[src/rtl/pe_conv_scheduler.sv]
// Sequences one processing element through an output feature map:
// clear accumulator, stream weight/activation reads, drain the PE pipe, write the result.
module pe_conv_scheduler #(
    parameter int NON_ZERO_WEIGHTS = 27,
    parameter int NUM_OUTPUTS      = 1024,
    parameter int ACT_STRIDE       = 1,
    parameter int PIPE_LAT         = 4,
    parameter int ADDR_W           = 16,
    parameter int BIT_SIZE         = 16
) (
    input  logic                clk,
    input  logic                rst,
    input  logic                start,
    input  logic                abort,
    input  logic [ADDR_W-1:0]   act_base,
    input  logic [ADDR_W-1:0]   wgt_base,
    output logic                rd_en,
    output logic [ADDR_W-1:0]   act_addr,
    output logic [ADDR_W-1:0]   wgt_addr,
    output logic                pe_clr_n,
    input  logic [BIT_SIZE-1:0] pe_out,
    output logic                out_valid,
    input  logic                out_ready,
    output logic [ADDR_W-1:0]   out_addr,
    output logic [BIT_SIZE-1:0] out_data,
    output logic                busy,
    output logic                done,
    output logic [2:0]          state_dbg
);

    // Output handshake: a word transfers on a cycle where out_valid && out_ready;
    // out_valid, out_addr and out_data are held unchanged until that cycle.

    localparam int CNT_MAX = (NON_ZERO_WEIGHTS > PIPE_LAT) ? NON_ZERO_WEIGHTS : PIPE_LAT;
    localparam int KW      = $clog2(CNT_MAX + 1);
    localparam int PW      = $clog2(NUM_OUTPUTS + 1);

    typedef enum logic [2:0] {
        IDLE  = 3'd0,
        CLEAR = 3'd1,
        FEED  = 3'd2,
        DRAIN = 3'd3,
        WRITE = 3'd4,
        FIN   = 3'd5
    } state_t;

    state_t              state_q, state_d;
    logic [KW-1:0]       k_q;
    logic [PW-1:0]       pix_q;
    logic [ADDR_W-1:0]   act_base_q, wgt_base_q;
    logic [BIT_SIZE-1:0] out_data_q;

    logic feed_last, drain_last, pix_last;

    assign feed_last  = (k_q == KW'(NON_ZERO_WEIGHTS - 1));
    assign drain_last = (k_q == KW'(PIPE_LAT - 1));
    assign pix_last   = (pix_q == PW'(NUM_OUTPUTS - 1));

    always_comb begin
        state_d = state_q;
        case (state_q)
            IDLE:    if (start) state_d = CLEAR;
            CLEAR:   state_d = FEED;
            FEED:    if (feed_last) state_d = DRAIN;
            DRAIN:   if (drain_last) state_d = WRITE;
            WRITE:   if (out_ready) state_d = pix_last ? FIN : CLEAR;
            FIN:     state_d = IDLE;
            default: state_d = IDLE;
        endcase
        if (abort) state_d = IDLE;
    end

    always_ff @(posedge clk or negedge rst) begin
        if (!rst) begin
            state_q <= IDLE;
        end else begin
            state_q <= state_d;
        end
    end

    // k is shared: tap index in FEED, pipeline wait count in DRAIN.
    always_ff @(posedge clk or negedge rst) begin
        if (!rst) begin
            k_q        <= '0;
            pix_q      <= '0;
            act_base_q <= '0;
            wgt_base_q <= '0;
            out_data_q <= '0;
        end else if (abort) begin
            k_q   <= '0;
            pix_q <= '0;
        end else begin
            case (state_q)
                IDLE: begin
                    if (start) begin
                        act_base_q <= act_base;
                        wgt_base_q <= wgt_base;
                        pix_q      <= '0;
                        k_q        <= '0;
                    end
                end
                FEED:  k_q <= feed_last ? '0 : k_q + KW'(1);
                DRAIN: begin
                    k_q <= drain_last ? '0 : k_q + KW'(1);
                    if (drain_last) out_data_q <= pe_out;
                end
                WRITE: begin
                    if (out_ready) pix_q <= pix_last ? '0 : pix_q + PW'(1);
                end
                default: ;
            endcase
        end
    end

    // Strobes are gated by abort in the same cycle so an aborted word is never accepted.
    always_comb begin
        busy      = (state_q != IDLE);
        rd_en     = (state_q == FEED) && !abort;
        pe_clr_n  = (state_q != IDLE) && (state_q != CLEAR) && !abort;
        out_valid = (state_q == WRITE) && !abort;
        done      = (state_q == FIN) && !abort;
        act_addr  = '0;
        wgt_addr  = '0;
        out_addr  = '0;
        if (state_q == FEED) begin
            act_addr = act_base_q + ADDR_W'(pix_q) * ADDR_W'(ACT_STRIDE) + ADDR_W'(k_q);
            wgt_addr = wgt_base_q + ADDR_W'(k_q);
        end
        if (state_q == WRITE) out_addr = ADDR_W'(pix_q);
    end

    assign out_data  = out_data_q;
    assign state_dbg = state_q;

endmodule
[config.mk]
export PLATFORM = sky130hd
export DESIGN_NAME = pe_conv_scheduler
export DESIGN_NICKNAME = d
export VERILOG_FILES = /design/src/rtl/pe_conv_scheduler.sv
export SDC_FILE = /design/constraint.sdc
export NUM_CORES = 1
export LEC_CHECK = 0
export CAP_MARGIN = 15
export CORE_MARGIN = 2
export CORE_UTILIZATION = 44
export DETAILED_ROUTE_END_ITERATION = 7
export PLACE_DENSITY_LB_ADDON = 0.08
export SLEW_MARGIN = 20
export SYNTH_ARGS = -nofsm -noshare
export SYNTH_HDL_FRONTEND = slang
export SYNTH_SLANG_ARGS = --single-unit
[constraint.sdc]
create_clock -name clk -period 5.1 [get_ports clk]
set_clock_uncertainty 0.05 [all_clocks]
set_input_delay 1.02 -clock clk [delete_from_list [all_inputs] [get_ports clk]]
set_output_delay 1.02 -clock clk [all_outputs]
set_load 0.01 [all_outputs]
=== After elaboration in Yosys (flattened, before gate mapping) ===
Cells that the tools add are included.

* Bitwise gates (word level): 1
* Equal/unequal tests: 13
* Reductions and logical operators: 15
* Add/subtract/negate cells: 5
* Mux-type cells: 20

{| class="wikitable"
|+ Operator list
! kind !! count
|-
| 2-to-1 mux 11 bit || 5
|-
| adder 16 x 5 -> 16 bit || 2
|-
| 2-to-1 mux 16 bit || 2
|-
| case mux 11 bit (2 select lines) || 1
|-
| 2-to-1 mux 5 bit || 4
|-
| 2-to-1 mux 3 bit || 6
|-
| adder 16 x 11 -> 16 bit || 1
|-
| case mux 3 bit (5 select lines) || 1
|-
| case mux 5 bit (3 select lines) || 1
|-
| != test 3 bit (second input constant) || 4
|-
| adder 11 x 1 -> 11 bit (second input constant) || 1
|-
| == test 11 x 10 -> 1 bit (second input constant) || 1
|-
| AND reduction 3 bit || 3
|-
| == test 3 x 2 -> 1 bit (second input constant) || 2
|-
| == test 3 bit (second input constant) || 2
|-
| nonzero test 3 bit || 2
|-
| adder 5 x 1 -> 5 bit (second input constant) || 1
|-
| == test 5 x 2 -> 1 bit (second input constant) || 1
|-
| == test 5 bit (second input constant) || 1
|-
| logical AND 1 bit || 5
|-
| AND reduction 4 bit || 1
|-
| nonzero test 4 bit || 1
|-
| == test 3 x 1 -> 1 bit (second input constant) || 1
|-
| zero test 3 bit || 1
|-
| other kinds (4) || 4
|}

* Bits in registers: 67
* Bits of input ports: 53

=== Depth between registers and ports, before layout ===
* Word-level depth: 5
* Depth in mapped cells: 8
* Gate-level depth less buffers: 8

=== Least setup slack after synthesis ===
No wires, ideal clock.

* Path kind: reg-to-output
* From: reg k_q[1]
* To: out act_addr[13]
* Data required time: 4030 ps
* Path slack: 1340 ps
* Cell stages (with the launch flop): 9
* Arrival: 2690 ps
* Cells stage by stage: dfrtp_1 > fa_1 > ha_1 > fa_1 > a21oi_1 > o21ai_0 > a221oi_1 > mux2i_1 > o311ai_0

* Word-level cells in the longest chain between the ends: 2

{| class="wikitable"
|+ RTL lines
! item !! RTL line !! RTL
|-
| start, declared || 48 || <nowiki>logic [KW-1:0] k_q;</nowiki>
|-
| start signal, assigned || 102 || <nowiki>FEED: k_q <= feed_last ? '0 : k_q + KW'(1);</nowiki>
|-
| start signal, assigned || 104 || <nowiki>k_q <= drain_last ? '0 : k_q + KW'(1);</nowiki>
|-
| adder 16 x 5 -> 16 bit || 126 || <nowiki>act_addr = act_base_q + ADDR_W'(pix_q) * ADDR_W'(ACT_STRIDE) + ADDR_W'(k_q);</nowiki>
|-
| 2-to-1 mux 16 bit || 125 || <nowiki>if (state_q == FEED) begin</nowiki>
|-
| end, declared || 18 || <nowiki>output logic [ADDR_W-1:0] act_addr,</nowiki>
|}

No other way between the ends.

=== Worst setup path after layout ===
Same ends and word-level chain as after synthesis.

==> implementation parameters <==
Parameter                              Value

Global routing
  Pin count of the biggest net entering global routing ... 37
  Global-route wire length before repair ... 17.9 mm
  Remaining Overflow, GRT ... 0
  Global router's overall resource usage ... 0.204
  Number of global-route vias before repair ... roughly 3,600
  Antenna violations before repair ... 0

Worst setup path
  Maximum fanout encountered on the critical timing path ... 6
  Kind of capture point of the worst setup path ... output port
  Worst r2r src ... state_dbg[0]
  Signal arrival time at the worst endpoint ... 3.66 ns
  Kind of start point of the critical path ... flop
  Worst setup slack for register-to-register paths ... 1.99 ns
  Worst Path Required ... 4.03 ns
  Depth of the worst register-to-register path ... 4
  Critical register-to-register path endpoint ... wgt_base_q[12]
  Crit Path Class ... reg -> out

Layout
  Number of filler instances in the final layout ... 848
  Ratio of cells with drive above 1 in the final layout ... 0.137
  ANT cells ... 0
  Synthesis-to-layout area growth ... 34.7%
  Total area of multi-input combinational cells ... about 0.0026 mm^2
  Final #Nets ... 641
  Commonest non-fill, non-tap cell in the layout ... sky130_fd_sc_hd__clkdlybuf4s50_1
  Reg area ... 0.00168 mm^2
  Most used cells in the layout excluding fill and tap cells ... sky130_fd_sc_hd__clkdlybuf4s50_1 (118), sky130_fd_sc_hd__dfrtp_1 (67), sky130_fd_sc_hd__mux2_2 (49)

STA
  Final Critical Period ... approximately 4.7 ns
  Count of final setup violators ... 0
  Final hold slack ... approximately 0.46 ns
  Worst Tran Pin Value ... 0.968 ns
  Relative slew slack ... 0.354
  Unrepaired setup endpoints after global routing ... no
  Hold violation count in the final report ... 0
  Share of the cycle needed by the critical path after routing ... 0.928
  Final Slew Violations ... 0
  Final TNS setup ... 0 ns
  Peak Freq ... about 210 MHz

Synth
  Sequential fraction of the synthesis area ... 0.384
  Count of distinct cell types in the synthesized netlist ... 54
  Ys Warns ... 0
  Area of the mapped netlist ... between 0.004 and 0.005 mm^2
  Synthesized instance count ... 440
  Number of enable flip-flop cells after synthesis ... 0
  Top flip-flop cell by instance count after synthesis ... sky130_fd_sc_hd__dfrtp_1
  Post-synthesis sequential element count ... 67
  Mean area per synthesized cell ... 9.92 um^2
  Proportion of synthesized flip-flops having asynchronous set or reset ... 1.00

CTS
  Number of buffers between clock root and the deepest sink ... 2
  Count of hold buffers inserted by post-cts repair ... 0
  Number of sinks driven by the clock tree ... 67
  Worst-skew pair later-pin latency ... between 0.3 and 0.4 ns
  Clock transition at the registers of the reported paths ... approximately 0.08 ns
  Clock buffers created by TritonCTS ... 9
  Clock Root Buffer ... sky130_fd_sc_hd__clkbuf_8
  CTS HTree Levels ... 3
  Clock tree from TritonCTS ... yes

Drt
  Initial DRT Pass Iterations ... 4
  Total Wirelength ... 10.5 mm
  Vias after detailed routing ... 3,724
  # DRC ... 0
  DR vias/cell ... 5.37
  Post-route ant nets ... 0
  Iteration-0 DRC Markers ... 165
  Routed WL per cell ... 15.1 um

Die
  Row count ... 36
  X dimension of the die ... 104 um
  DIE HEIGHT ... between 100 and 150 um
  Top-level port count ... 125
  Starting density of the core ... 0.451
  Core footprint ... approximately 0.0097 mm^2
  Die area ... approximately 0.011 mm^2

Status
  Status ... completed

Hold path
  Cells on Worst Hold Path ... 1
  Worst hold-check path type ... reg -> reg
  Worst hold path startpoint ... out_data[5]
  WHS Endpoint ... out_data[5]

Placement
  Half-perimeter wire length after detailed placement ... 7.86 mm
  Placer Congestion ... 0.867
  Number of input and output port buffers inserted ... 119

Power
  IR drop worst, VDD ... 0.000171 V
  Lkg Pwr ... approximately 2.5 nW
  Pwr dens ... 282 mW/mm^2

Job
  Max-capacitance violation count ... 0
==> where the power goes <==
part           leakage [nW]  internal (mW)  switching, mW
combinational          1.53          0.247          0.211
sequential            0.863          0.610         0.0867
clock                 0.102          0.278          0.227
total                  2.49           1.14          0.525
==> worst max-delay path: stages, from the launching register on <==
cell                              delay, ns
sky130_fd_sc_hd__dfrtp_1               0.47
sky130_fd_sc_hd__fa_1                  0.50
sky130_fd_sc_hd__ha_1                  0.24
sky130_fd_sc_hd__fa_1                  0.42
sky130_fd_sc_hd__a21oi_1               0.20
sky130_fd_sc_hd__o21ai_0               0.22
sky130_fd_sc_hd__a221oi_2              0.38
sky130_fd_sc_hd__mux2i_1               0.21
sky130_fd_sc_hd__o311ai_0              0.15
sky130_fd_sc_hd__clkdlybuf4s50_1       0.53
==> synthesized netlist by cell type (all sizes together), types with 4 or more instances <==
cell / instances / share of area
dfrtp: 67 / 0.38
mux2: 49 / 0.13
nand2: 36 / 0.031
nor2: 31 / 0.027
a21oi: 29 / 0.033
ha: 25 / 0.072
o21ai: 24 / 0.028
nand3: 16 / 0.018
and3: 14 / 0.021
buf: 13 / 0.018
inv: 11 / 0.0095
clkbuf: 9 / 0.0077
nand4: 8 / 0.015
xor2: 8 / 0.016
and2: 7 / 0.010
fa: 7 / 0.032
mux2i: 7 / 0.016
nand2b: 7 / 0.010
or3: 7 / 0.010
nor3: 6 / 0.0069
o31ai: 6 / 0.010
a21o: 5 / 0.0086
o21bai: 5 / 0.0086
xnor2: 5 / 0.010
a211oi: 4 / 0.0069
==> stage by stage <==
step           setup slack (ns)  power, mW  area (um^2)  utilization  cells
2_1_floorplan              1.34      0.976         4380            -    444
3_3_place_gp              0.668       1.15         5650        0.584    678
3_5_place_dp              0.608       1.16         5650        0.584    678
4_1_cts                   0.225       1.68         5880        0.607    694
5_1_grt                  0.0908       1.77         5880        0.607    694
6_report                  0.369       1.66         5880        0.607    694
==> final cells by class <==
cell class | instances | area share
Clock buffer | 9 | 0.0211
Clock inverter | 7 | 0.0170
Inverter | 11 | 0.00702
Multi-Input combinational cell | 344 | 0.435
Sequential cell | 67 | 0.285
Tap cell | 133 | 0.0283
Timing Repair Buffer | 123 | 0.207
==> flip-flops by register name, indices dropped and copies added, names as in the netlist <==
register	count
wgt_base_q	16
state_dbg	3
k_q	5
pix_q	11
out_data	16
act_base_q	16
==> worst max path at each step <==
stage           start           end  depth (start not counted)
2_1_floorplan  k_q[1]  act_addr[13]                          8
3_3_place_gp   k_q[1]  act_addr[13]                          9
3_5_place_dp   k_q[1]  act_addr[13]                          9
4_1_cts        k_q[1]  act_addr[13]                          9
5_1_grt        k_q[1]  act_addr[15]                          9
6_report       k_q[1]  act_addr[13]                          9
==> timing repair <==
action,in CTS,in global routing
setup buffers,0,0
resized for setup,0,1
endpoints found under the setup margin,0,1
==> cell families (layout without fill, tap and decap cells) <==
group,count (synthesis),in the layout,share of synthesized area
other cells,1,5,0.000859
simple gates,146,146,0.177
compound gates,92,92,0.131
buf+inv,33,150,0.0350
xor+xnor,13,13,0.0261
mux,56,56,0.142
fa+ha+maj,32,32,0.104
flops,67,67,0.384
==> routing by layer <==
metal / vias up / wire [um] / GRT usage / part of all wire
li1: 1816 / - / - / -
met1: 1785 / 4850 / 0.269 / 0.46
met2: 111 / 4920 / 0.335 / 0.47
met3: 12 / 596 / 0.0541 / 0.057
met4: 0 / 136 / 0.0502 / 0.013
met5: - / 0 / 0 / 0
Note: power is estimated with default switching activity, not from simulation.
